===== src/rtl/memc_deskew.sv =====
// rtl/memc_deskew.sv - removes diagonal skew from systolic array results and stores rows in a readable register file
module memc_deskew #(
    parameter int BITS_C = 16,
    parameter int DIM    = 8
) (
    input  logic                           clk,
    input  logic                           rst_n,
    input  logic                           start,
    input  logic                           en,
    input  logic [DIM-1:0][BITS_C-1:0]     Cin,
    input  logic [$clog2(DIM)-1:0]         Crow,
    output logic [DIM-1:0][BITS_C-1:0]     Cout,
    output logic                           busy,
    output logic                           done
);

    localparam int CW = $clog2(2*DIM-1);

    typedef enum logic [1:0] {
        S_IDLE,
        S_COLLECT,
        S_DONE
    } state_t;

    state_t                        state_q, state_d;
    logic [CW-1:0]                 count_q, count_d;
    logic                          step;
    logic [DIM-1:0][BITS_C-1:0]    aligned;
    logic [DIM-1:0][BITS_C-1:0]    row_q [DIM];

    assign step = (state_q == S_COLLECT) && en;

    always_ff @(posedge clk or negedge rst_n) begin
        if (!rst_n) begin
            state_q <= S_IDLE;
            count_q <= '0;
        end else begin
            state_q <= state_d;
            count_q <= count_d;
        end
    end

    always_comb begin
        state_d = state_q;
        count_d = count_q;
        case (state_q)
            S_IDLE, S_DONE: begin
                if (start) begin
                    state_d = S_COLLECT;
                    count_d = '0;
                end else begin
                    state_d = S_IDLE;
                end
            end
            S_COLLECT: begin
                if (en) begin
                    count_d = count_q + 1'b1;
                    if (count_q == CW'(2*DIM-2)) begin
                        state_d = S_DONE;
                    end
                end
            end
            default: state_d = S_IDLE;
        endcase
    end

    // Column c is delayed DIM-1-c steps so every element of a row lines up with column DIM-1
    for (genvar c = 0; c < DIM; c++) begin : g_col
        if (c == DIM-1) begin : g_direct
            assign aligned[c] = Cin[c];
        end else begin : g_dl
            localparam int LEN = DIM-1-c;
            logic [BITS_C-1:0] line_q [LEN];

            always_ff @(posedge clk or negedge rst_n) begin
                if (!rst_n) begin
                    for (int s = 0; s < LEN; s++) begin
                        line_q[s] <= '0;
                    end
                end else if (step) begin
                    line_q[0] <= Cin[c];
                    for (int s = 1; s < LEN; s++) begin
                        line_q[s] <= line_q[s-1];
                    end
                end
            end

            assign aligned[c] = line_q[LEN-1];
        end
    end

    // Row r completes when the count reaches r+DIM-1; earlier counts carry stale delay-line data
    always_ff @(posedge clk or negedge rst_n) begin
        if (!rst_n) begin
            for (int r = 0; r < DIM; r++) begin
                row_q[r] <= '0;
            end
        end else if (step) begin
            for (int r = 0; r < DIM; r++) begin
                if (count_q == CW'(r+DIM-1)) begin
                    row_q[r] <= aligned;
                end
            end
        end
    end

    assign Cout = row_q[Crow];
    assign busy = (state_q == S_COLLECT);
    assign done = (state_q == S_DONE);

endmodule


===== config.mk =====
export PLATFORM = sky130hd
export DESIGN_NAME = memc_deskew
export DESIGN_NICKNAME = d
export VERILOG_FILES = /design/src/rtl/memc_deskew.sv
export SDC_FILE = /design/constraint.sdc
export NUM_CORES = 2
export LEC_CHECK = 0
export ABC_AREA = 0
export BUFFER_PORTS_ARGS = -buffer_cell sky130_fd_sc_hd__buf_2
export CORE_AREA = 2 2 338 340
export DETAILED_ROUTE_END_ITERATION = 12
export DIE_AREA = 0 0 340 342
export PLACE_DENSITY_LB_ADDON = 0.25
export SYNTH_ARGS = -nofsm -noshare
export SYNTH_HDL_FRONTEND = slang
export SYNTH_SLANG_ARGS = --single-unit

===== constraint.sdc =====
create_clock -name clk -period 2.06 [get_ports clk]
set_clock_uncertainty 0.15 [all_clocks]
set_input_delay 0.206 -clock clk [delete_from_list [all_inputs] [get_ports clk]]
set_output_delay 0.206 -clock clk [all_outputs]
set_load 0.01 [all_outputs]

==> impl_metrics.prom <==
# TYPE chip_impl_metric gauge
chip_impl_info{name="outcome",value="complete, but fails checks"} 1
chip_impl_info{name="failing_checks",value="negative setup slack"} 1
chip_impl_metric{name="final.setup.worst_slack",unit="ps"} -446
chip_impl_metric{name="p_int",unit="uW"} 77000
chip_impl_metric{name="floorplan.initialDensity",unit=""} 0.555
chip_impl_metric{name="routed_wl",unit="mm"} 180
chip_impl_metric{name="peakVddDrop",unit="mV"} 1.02
chip_impl_metric{name="grt_start_max_net_pins",unit=""} 190
chip_impl_metric{name="htreeDepth",unit=""} 4
chip_impl_metric{name="report.final.hold_viol_count",unit=""} 0
chip_impl_metric{name="layout-drive-gt1-share",unit=""} 0.444
chip_impl_metric{name="final_number_of_setup_violating_endpoints",unit=""} 1014
chip_impl_metric{name="num_vias",unit=""} 41100
chip_impl_metric{name="design.die.area",unit="sq um"} 116000
chip_impl_info{name="synth_largest_area_cell",value="dfrtp_1"} 1
chip_impl_metric{name="placedInstanceArea",unit="sq um"} 67800
chip_impl_metric{name="core_area",unit="sq um"} 113000
chip_impl_metric{name="antenna_found_initial",unit=""} 3
chip_impl_metric{name="timing_worst_slew_pin_value",unit="ps"} 648
chip_impl_metric{name="syn-mean-instance-area",unit="sq um"} 13.8
chip_impl_metric{name="switchingPower",unit="uW"} 32900
chip_impl_metric{name="via_density",unit=""} 5.84
chip_impl_metric{name="place_congestion",unit=""} 0.770
chip_impl_metric{name="wire_length_of_the_first_global_routing_pass",unit="mm"} 250
chip_impl_metric{name="synth_edf_count",unit=""} 0
chip_impl_metric{name="drtIter0Drc",unit=""} 3388
chip_impl_metric{name="detail-route-antenna-nets",unit=""} 0
chip_impl_info{name="timing.setup.critical_path_class",value="register to output pin"} 1
chip_impl_metric{name="worst_ep_arrival_time",unit="ps"} 2150
chip_impl_info{name="synthMostInstantiatedCell",value="dfrtp_1"} 1
chip_impl_metric{name="period_share",unit=""} 1.22
chip_impl_info{name="synth.area.top_cells",value="dfrtp_1, mux2_2, mux4_2"} 1
chip_impl_metric{name="syn_inst",unit=""} 4555
chip_impl_metric{name="final_net_count",unit=""} 5544
chip_impl_metric{name="power_frac_comb",unit=""} 0.291
chip_impl_metric{name="power.leakage",unit="uW"} 0.0417
chip_impl_metric{name="io_buffers",unit=""} 264
chip_impl_metric{name="yosysWarningCount",unit=""} 0
chip_impl_metric{name="synth.cell_area",unit="sq um"} 62800
chip_impl_metric{name="grt_pass1_vias",unit=""} 42200
chip_impl_metric{name="clock_sinks",unit=""} 1478
chip_impl_info{name="tritoncts",value="yes"} 1
chip_impl_info{name="critPathLaunchType",value="register"} 1
chip_impl_metric{name="finish.instance_area",unit="sq um"} 84000
chip_impl_metric{name="async_reset_ff_frac",unit=""} 1.00
chip_impl_metric{name="gr-usage-all-layers",unit=""} 0.277
chip_impl_metric{name="cts.reportedPaths.clkPinSlew",unit="ps"} 60
chip_impl_metric{name="timing.critical_path.required",unit="ps"} 1700
chip_impl_metric{name="synth.ff_latch_count",unit=""} 1478
chip_impl_metric{name="finalPower",unit="uW"} 110000
chip_impl_info{name="cts_root_buffer",value="clkbuf_16"} 1
chip_impl_metric{name="chipHeight",unit="microns"} 342
chip_impl_metric{name="clock_power_share",unit=""} 0.265
chip_impl_metric{name="post-synth-top-area-fraction",unit=""} 0.589
chip_impl_metric{name="drtPass1Iterations",unit=""} 6
chip_impl_metric{name="relSlewSlack",unit=""} 0.568
chip_impl_metric{name="final_period_minus_worst_setup_slack",unit="ps"} 2510
chip_impl_metric{name="switching_share",unit=""} 0.299
chip_impl_metric{name="clk_latency",unit="ps"} 780
chip_impl_metric{name="worstPathMaxFanout",unit=""} 2
chip_impl_metric{name="clk_path_buf_depth",unit=""} 3
chip_impl_info{name="synth.cells.most_frequent",value="dfrtp_1, nand2_1, mux2_2, mux4_2, buf_2"} 1
chip_impl_metric{name="areal_power_density_over_the_cells",unit="nW/um^2"} 1310
chip_impl_metric{name="hpwl",unit="mm"} 88.2
chip_impl_metric{name="ios",unit=""} 265
chip_impl_metric{name="globalRouteOverflowTotal",unit=""} 0
chip_impl_metric{name="cell_variety_after_synth",unit=""} 26
chip_impl_metric{name="timing.fmax",unit="MHz"} 399
chip_impl_metric{name="avgRoutedWirePerCell",unit="microns"} 25.6
chip_impl_metric{name="die_w",unit="microns"} 340
chip_impl_info{name="rsz0062_at_grt",value="true"} 1
chip_impl_metric{name="syn_to_final_growth",unit="%"} 33.7
chip_impl_info{name="endpoint_kind",value="output pin"} 1
chip_impl_metric{name="final_core_utilization",unit=""} 0.742
chip_impl_info{name="synth_top_flop_cell",value="dfrtp_1"} 1
chip_impl_metric{name="route.detailed.drc",unit=""} 0
chip_impl_metric{name="drv_slew",unit=""} 0
chip_impl_info{name="hold_path_class",value="primary input to register"} 1
chip_impl_metric{name="fp_rows",unit=""} 124
chip_impl_metric{name="final.fill_count",unit=""} 6547
chip_impl_metric{name="power.sequential.fraction",unit=""} 0.444
chip_impl_metric{name="postSynthNetCount",unit=""} 4694
chip_impl_metric{name="preCtsSetupSlack",unit="ps"} -107
chip_impl_metric{name="cts_inserted_buffers",unit=""} 155
chip_impl_metric{name="max_cap_viol_count",unit=""} 0
chip_impl_metric{name="seq_area_frac_synth",unit=""} 0.589
==> final cells by class <==
| cell class | count | area (sq um) | share of cell area |
|---|---|---|---|
| flip-flops and latches | 1478 | 37000 | 0.441 |
| repair buffers | 978 | 12200 | 0.146 |
| inverters | 2 | 7.51 | 0.0000894 |
| clock inverters | 56 | 798 | 0.00951 |
| multi-input cells | 2790 | 27500 | 0.328 |
| clock buffers | 223 | 4530 | 0.0539 |
| well taps | 1512 | 1890 | 0.0225 |
| diodes | 2 | 5.00 | 0.0000596 |
==> kinds of logic (layout without fill, tap and decap cells) <==
group                      Yosys count  count (layout)  share of synthesized area
AOI/OAI and AO/OA                    3               3                   0.000279
buffers and inverters              287            1259                     0.0237
muxes                             1411            1411                      0.304
and+or+nand+nor                   1372            1372                     0.0828
DFF                               1478            1478                      0.589
adders and majority gates            4               4                   0.000797
other                                0               2                          0
==> stage by stage <==
stage	std cells	setup TNS, ps	hold WS, ps
after floorplan	4555	0	-240
after global placement	6255	-14170	-15.2
after detailed placement	6255	-14080	-10.3
after CTS	6895	-135780	1.52
after global routing	7040	-225700	26.8
final	7041	-166550	30.0
==> worst paths after layout <==
| check | slack (ps) | to | from | depth (start not counted) |
|---|---|---|---|---|
| worst max-delay path | -450 | Cout[87] | row_q[87] | 3 |
| worst min-delay path | 30 | g_col[6].g_dl.line_q[14] | Cin[110] | 4 |
| worst max register to register | -300 | row_q[242] | count_q[1] | 9 |
| max in group asynchronous | 990 | row_q[866] | rst_n | 3 |
| worst min register to register | 300 | aligned[0] | g_col[0].g_dl.line_q[16] | 2 |
| min in group asynchronous | 90 | row_q[774] | rst_n | 3 |
==> what timing repair did <==
| item | in CTS | in global routing |
|---|---|---|
| pin swaps | 4 | 11 |
| hold buffers | 198 | 0 |
| gates resized for setup | 478 | 741 |
| endpoints found under the setup margin | 700 | 1307 |
| setup buffers | 120 | 114 |
| cloned | 44 | 69 |
| endpoints found under the hold margin | 1723 | 0 |
==> power by group through the flow <==
stage	Combinational (uW)	Sequential (uW)	Clock, uW
5_1_grt	34200	49900	30600
4_1_cts	27400	47600	29300
3_3_place_gp	21900	47400	0
6_report	32000	48700	29100
2_1_floorplan	16900	45000	0
3_5_place_dp	22600	47900	0
==> layer usage <==
layer,global-route usage,vias up,share of wire
li1,-,17400,-
met1,0.384,21800,0.41
met2,0.462,1436,0.49
met3,0.0396,440,0.055
met4,0.0780,0,0.042
met5,0,-,0
==> state kept, by name, summed over array words and instances, names as in the netlist <==
name and count:
g_col.g_dl.line_q 352, state_q 2, row_q 1024, count_q 4, aligned 96
==> placed cells by master (no fill, tap or decap), types with 159 or more instances in the layout <==
master and instances:
dfrtp_1 1475, clkbuf_16 212, buf_4 203, mux4_2 256, mux2_2 256, dlygate4sd3_1 197
nand2_1 1348, buf_6 159, mux2_4 891, buf_12 163
==> worst max-delay path, cell delays in order (launching register included) <==
cell and delay (ps):
dfrtp_1 420, mux4_2 520, mux2_4 300, buf_6 130
No activity file was read; power rests on OpenSTA's default activity.
